### config.mk
export PLATFORM = sky130hd
export DESIGN_NAME = dcache
export DESIGN_NICKNAME = d
export VERILOG_FILES = /design/src/rtl/dcache.sv
export SDC_FILE = /design/constraint.sdc
export NUM_CORES = 1
export LEC_CHECK = 0
export BUFFER_PORTS_ARGS = -buffer_cell sky130_fd_sc_hd__buf_2
export CAP_MARGIN = 20
export CORE_MARGIN = 8
export CORE_UTILIZATION = 55
export DETAILED_ROUTE_END_ITERATION = 8
export GPL_TIMING_DRIVEN = 1
export PLACE_DENSITY = 0.84
export SKIP_CTS_REPAIR_TIMING = 1
export SYNTH_ARGS = -nofsm -noshare
export SYNTH_HDL_FRONTEND = slang
export SYNTH_SLANG_ARGS = --single-unit
### constraint.sdc
create_clock -name clk -period 5.7 [get_ports clk]
set_clock_uncertainty 0.2 [all_clocks]
set_input_delay 0.57 -clock clk [delete_from_list [all_inputs] [get_ports clk]]
set_output_delay 0.57 -clock clk [all_outputs]
set_load 0.005 [all_outputs]
### src/rtl/dcache.sv
// Direct-mapped, write-through, no-write-allocate data cache.
// Core side: combinational hit path and stall. Memory side: one registered
// single-word request at a time, held until MEM_ACK.
module dcache #(
  parameter int LINES = 16
) (
  input  logic        clk,
  input  logic        reset_n,
  input  logic        MCACHE_ADR_VALID_SM,
  input  logic        MCACHE_LOAD_SM,
  input  logic        MCACHE_STORE_SM,
  input  logic [31:0] MCACHE_ADR_SM,
  input  logic [31:0] MCACHE_DATA_SM,
  input  logic [3:0]  byt_sel,
  output logic [31:0] MCACHE_RESULT_SM,
  output logic        MCACHE_STALL_SM,
  output logic [31:0] MEM_ADR,
  output logic [31:0] MEM_DATA_W,
  output logic [3:0]  MEM_BYT_SEL,
  output logic        MEM_READ,
  output logic        MEM_WRITE,
  input  logic        MEM_ACK,
  input  logic [31:0] MEM_DATA_R
);

  localparam int IDX   = $clog2(LINES);
  localparam int TAG_W = 30 - IDX;

  localparam logic [1:0] IDLE    = 2'd0;
  localparam logic [1:0] RD_WAIT = 2'd1;
  localparam logic [1:0] WR_WAIT = 2'd2;
  localparam logic [1:0] WR_DONE = 2'd3;

  logic [1:0]       state;
  logic [LINES-1:0] valid;
  logic [TAG_W-1:0] tag_mem  [LINES];
  logic [31:0]      data_mem [LINES];

  logic [IDX-1:0]   req_idx;
  logic [TAG_W-1:0] req_tag;
  logic [IDX-1:0]   lat_idx;
  logic [TAG_W-1:0] lat_tag;
  logic             req_load;
  logic             req_store;
  logic             req_hit;
  logic             lat_hit;
  logic             fill_en;
  logic             merge_en;
  logic [31:0]      merged;
  logic             unused_adr_bits;

  // Byte offset plays no part in lookup; memory always sees a word address.
  assign unused_adr_bits = ^MCACHE_ADR_SM[1:0];

  // Lookup fields of the live request and of the latched (in-flight) one.
  // MEM_ADR doubles as the latched address for the whole transaction.
  assign req_idx = MCACHE_ADR_SM[IDX+1:2];
  assign req_tag = MCACHE_ADR_SM[31:IDX+2];
  assign lat_idx = MEM_ADR[IDX+1:2];
  assign lat_tag = MEM_ADR[31:IDX+2];

  // Store wins when both LOAD and STORE are set.
  assign req_store = MCACHE_ADR_VALID_SM & MCACHE_STORE_SM;
  assign req_load  = MCACHE_ADR_VALID_SM & MCACHE_LOAD_SM & ~MCACHE_STORE_SM;
  assign req_hit   = MCACHE_ADR_VALID_SM & valid[req_idx] &
                     (tag_mem[req_idx] == req_tag);
  assign lat_hit   = valid[lat_idx] & (tag_mem[lat_idx] == lat_tag);

  assign fill_en  = (state == RD_WAIT) & MEM_ACK;
  assign merge_en = (state == WR_WAIT) & MEM_ACK & lat_hit;

  // Core-facing stall and load result, combinational from request and state.
  always_comb begin
    // NOTE: every output gets a default first so no path infers a latch.
    MCACHE_STALL_SM  = 1'b0;
    MCACHE_RESULT_SM = '0;
    case (state)
      IDLE: begin
        if (req_store) begin
          MCACHE_STALL_SM = 1'b1;
        end else if (req_load) begin
          if (req_hit) MCACHE_RESULT_SM = data_mem[req_idx];
          else         MCACHE_STALL_SM  = 1'b1;
        end
      end
      RD_WAIT, WR_WAIT: MCACHE_STALL_SM = 1'b1;
      default: ;
    endcase
  end

  // Byte-lane merge of the latched store into the currently cached word.
  always_comb begin
    merged = data_mem[lat_idx];
    for (int k = 0; k < 4; k++) begin
      if (MEM_BYT_SEL[k]) merged[8*k +: 8] = MEM_DATA_W[8*k +: 8];
    end
  end

  // Controller state and registered memory-bus request.
  always_ff @(posedge clk or negedge reset_n) begin
    // NOTE: sequential state uses non-blocking assignments so every flop
    // samples pre-edge values regardless of statement order.
    if (!reset_n) begin
      state       <= IDLE;
      MEM_ADR     <= '0;
      MEM_DATA_W  <= '0;
      MEM_BYT_SEL <= '0;
      MEM_READ    <= 1'b0;
      MEM_WRITE   <= 1'b0;
    end else begin
      case (state)
        IDLE: begin
          if (req_store) begin
            MEM_ADR     <= {MCACHE_ADR_SM[31:2], 2'b00};
            MEM_DATA_W  <= MCACHE_DATA_SM;
            MEM_BYT_SEL <= byt_sel;
            MEM_WRITE   <= 1'b1;
            state       <= WR_WAIT;
          end else if (req_load && !req_hit) begin
            MEM_ADR  <= {MCACHE_ADR_SM[31:2], 2'b00};
            MEM_READ <= 1'b1;
            state    <= RD_WAIT;
          end
        end
        RD_WAIT: begin
          if (MEM_ACK) begin
            MEM_READ <= 1'b0;
            state    <= IDLE;
          end
        end
        WR_WAIT: begin
          if (MEM_ACK) begin
            MEM_WRITE <= 1'b0;
            state     <= WR_DONE;
          end
        end
        default: state <= IDLE;
      endcase
    end
  end

  // Valid bits: cleared by reset, set by a completed fill.
  always_ff @(posedge clk or negedge reset_n) begin
    if (!reset_n) begin
      valid <= '0;
    end else if (fill_en) begin
      valid[lat_idx] <= 1'b1;
    end
  end

  // Tag and data arrays: refill on read ack, byte merge on a store hit.
  always_ff @(posedge clk) begin
    // NOTE: the arrays carry no reset; the valid bits alone make stale
    // contents unreachable, which keeps these as plain RAM.
    if (fill_en) begin
      data_mem[lat_idx] <= MEM_DATA_R;
      tag_mem[lat_idx]  <= lat_tag;
    end else if (merge_en) begin
      data_mem[lat_idx] <= merged;
    end
  end

endmodule

==> impl_metrics.py <==
metrics = {
    "run_status": {
        "status": "complete, no violations",
    },
    "sta": {
        "tightest_slew_ns": 1.168,
        "finalMaxSlewViolations": 0,
        "fin_crit_ns": 5.276,
        "postLayoutSetupSlackWorst_ns": 0.4240,
        "final.setup.tns_ns": 0,
        "setup_viol": 0,
        "timing.hold.ws_ns": 0.005012,
        "hold_viol": 0,
        "max_slew_margin_pct": 22.16,
        "finalCritPeriodShare_pct": 92.56,
        "rsz0062_at_grt": "no",
        "fmax_mhz": 189.5,
    },
    "clocking": {
        "cts_inserted_buffers": 100,
        "htreeDepth": 3,
        "clk_latency_ns": 0.69,
        "cts.clk_slew.worst_paths_ns": 0.06,
        "cts_tree": "done",
        "numClockSinks": 1014,
        "cts.path.max_buffers": 3,
        "cts_root_buf": "clkbuf_16",
    },
    "setup_path": {
        "path_delay_family": "compound AO/OA/AOI/OAI gates",
        "crit_top_cell": "buf_4",
        "rr_worst_depth": 13,
        "critPathArrivalTime_ns": 5.46,
        "worst-path-buf-inv": 4,
        "path_depth": 13,
        "end_kind": "flip-flop",
        "slowest_delay_ns": 0.92,
        "start_kind": "flip-flop",
        "cp_cell_sequence": "buf_12 > buf_4 > mux2i_1 > a22o_1 > a221oi_1 > xnor2_1 > nand3_1 > nor4_1 > o2111ai_1 > or4_1 > buf_4 > a21oi_1 > buf_4",
        "setup.worst_path.class": "flip-flop to flip-flop",
        "required_ns": 5.88,
        "critPathSlowestCell": "dfrtp_4",
        "crit_fanout": 35,
    },
    "die": {
        "dieArea_sq_mm": 0.08927,
        "start_util_pct": 55.58,
        "rows": 103,
        "pin_count": 209,
        "die_h_um": 298.8,
        "core-area_sq_mm": 0.07913,
        "dieWidth_um": 298.8,
    },
    "place": {
        "io_buffers": 204,
        "dp_worst_setup_slack_ns": 0.5556,
        "gp_congestion": 0.8761,
        "dp.cells": 3410,
        "dp_hpwl_um": 70020,
    },
    "cells_and_area": {
        "stdcell_count": 3644,
        "layout_commonest_cell": "edfxtp_1",
        "syn_to_final_growth_pct": 15.02,
        "nNetsFinal": 2617,
        "drive_gt1_share_pct": 37.99,
        "final_cell_mix": "928 x edfxtp_1, 348 x mux4_2, 199 x buf_2, 125 x mux2i_1, 122 x buf_4",
    },
    "routing": {
        "wl_met3_um": 12160,
        "wl_met2_um": 57700,
        "wirelength_um": 115500,
        "drc": 0,
        "via_per_inst": 6.759,
        "drt_iter0_drc": 3351,
        "post_drt_wl_per_cell_um": 31.69,
        "ant_nets": 0,
        "top_layer_used": "met5",
        "firstDrtPassIters": 6,
        "wl_met1_um": 40200,
        "vias": 24630,
    },
    "global_routing": {
        "grt_pass1_vias": 25640,
        "grt.total_usage_pct": 25.39,
        "grt_max_degree": 82,
        "antenna_found_initial": 3,
        "overflow": 0,
        "grt_pass1_wl_um": 169000,
    },
    "min_path": {
        "min_path_cells": 2,
        "hp-class": "primary input to flip-flop",
    },
    "synth": {
        "synth_seq_cells": 1014,
        "synth_area_per_cell_sq_um": 20.26,
        "yosys_warnings": 0,
        "ys.flop_type": "edfxtp_1",
        "synthCells": 2171,
        "synth-async-reset-ratio_pct": 8.481,
        "netlist-cell-type-count": 60,
        "synth_edf_count": 928,
        "yosysSeqAreaShare_pct": 68.25,
        "synth_area_sq_mm": 0.04398,
    },
    "power": {
        "powerDensity_mw_per_mm2": 428.2,
        "p_leak_nw": 17.18,
        "ir_drop_mv": 0.3626,
    },
    "run": {
        "cap_viol_max_count": 0,
    },
}
==> cell type report <==
class                           count  area, sq um
Sequential cell                  1014        30030
Inverter                            7        26.28
Clock buffer                      120         2618
Fill cell                        5064        28540
Tap cell                         1050         1314
Timing Repair Buffer              374         2511
Multi-Input combinational cell   1010        13300
Antenna cell                        1        2.502
Clock inverter                     68        787.0
==> per-stage QoR <==
step / utilization (%) / instance area, sq um / total power, W
final: 63.93 / 50590 / 0.02166
after global routing: 63.93 / 50590 / 0.02230
after CTS: 63.36 / 50140 / 0.02161
after detailed placement: 59.06 / 46730 / 0.01484
after global placement: 59.02 / 46700 / 0.01462
after floorplan: - / 43990 / 0.01298
==> sequential cells by signal (all words and copies together) (netlist names) <==
name and cells:
MEM_ADR 30, MEM_BYT_SEL 4, MEM_DATA_W 32, MEM_READ 1, MEM_WRITE 1, data_mem 512
state 2, tag_mem 416, valid 16
==> power breakdown <==
part | switching (W) | internal [W] | total (W) | leakage (nW)
Clock | 0.00289 | 0.00391 | 0.00680 | 1.68
Combinational | 0.00253 | 0.00216 | 0.00469 | 6.11
Sequential | 0.000965 | 0.00921 | 0.0102 | 9.39
==> path summary, 6_finish.rpt <==
kind                                    to         startpoint  slack [ns]
min reg2reg                       valid[7]           valid[7]        0.30
max in group asynchronous       MEM_ADR[3]            reset_n        3.62
min                            MEM_ADR[28]  MCACHE_ADR_SM[28]       0.005
max reg2reg                data_mem[0][10]         MEM_ADR[2]        0.42
max                        data_mem[0][10]         MEM_ADR[2]        0.42
min in group asynchronous   MEM_DATA_W[21]            reset_n        0.37
==> Yosys cell counts (31+ instances only) <==
cell type	instances	area, sq um
mux4_2	348	7838
a21oi_1	68	340.3
xnor2_1	35	306.5
nor2b_1	42	262.8
dfrtp_1	86	2152
nor2_1	36	135.1
mux2_2	92	1036
clkbuf_1	58	217.7
mux2i_1	125	1251
nand2_1	41	153.9
edfxtp_1	928	27870
buf_2	31	155.2
==> logic make-up (layout without fill, tap and decap cells) <==
kind of cell / Yosys count / count (layout) / synth area share [%]
flip-flops: 1014 / 1014 / 68.25
multiplexers: 583 / 583 / 23.79
AND/OR/NAND/NOR: 195 / 195 / 2.344
AO/OA/AOI/OAI: 161 / 161 / 2.364
buffers and inverters: 148 / 569 / 1.838
XOR/XNOR: 65 / 65 / 1.294
adder cells (fa/ha/maj): 4 / 4 / 0.1138
other: 1 / 3 / 0.008526
==> layer usage <==
metal	up-vias	track usage [%]
li1	9753	-
met1	12760	31.87
met2	1730	42.25
met3	379	6.145
met4	2	11.10
met5	-	0
Note: power is estimated with default switching activity, not from simulation.
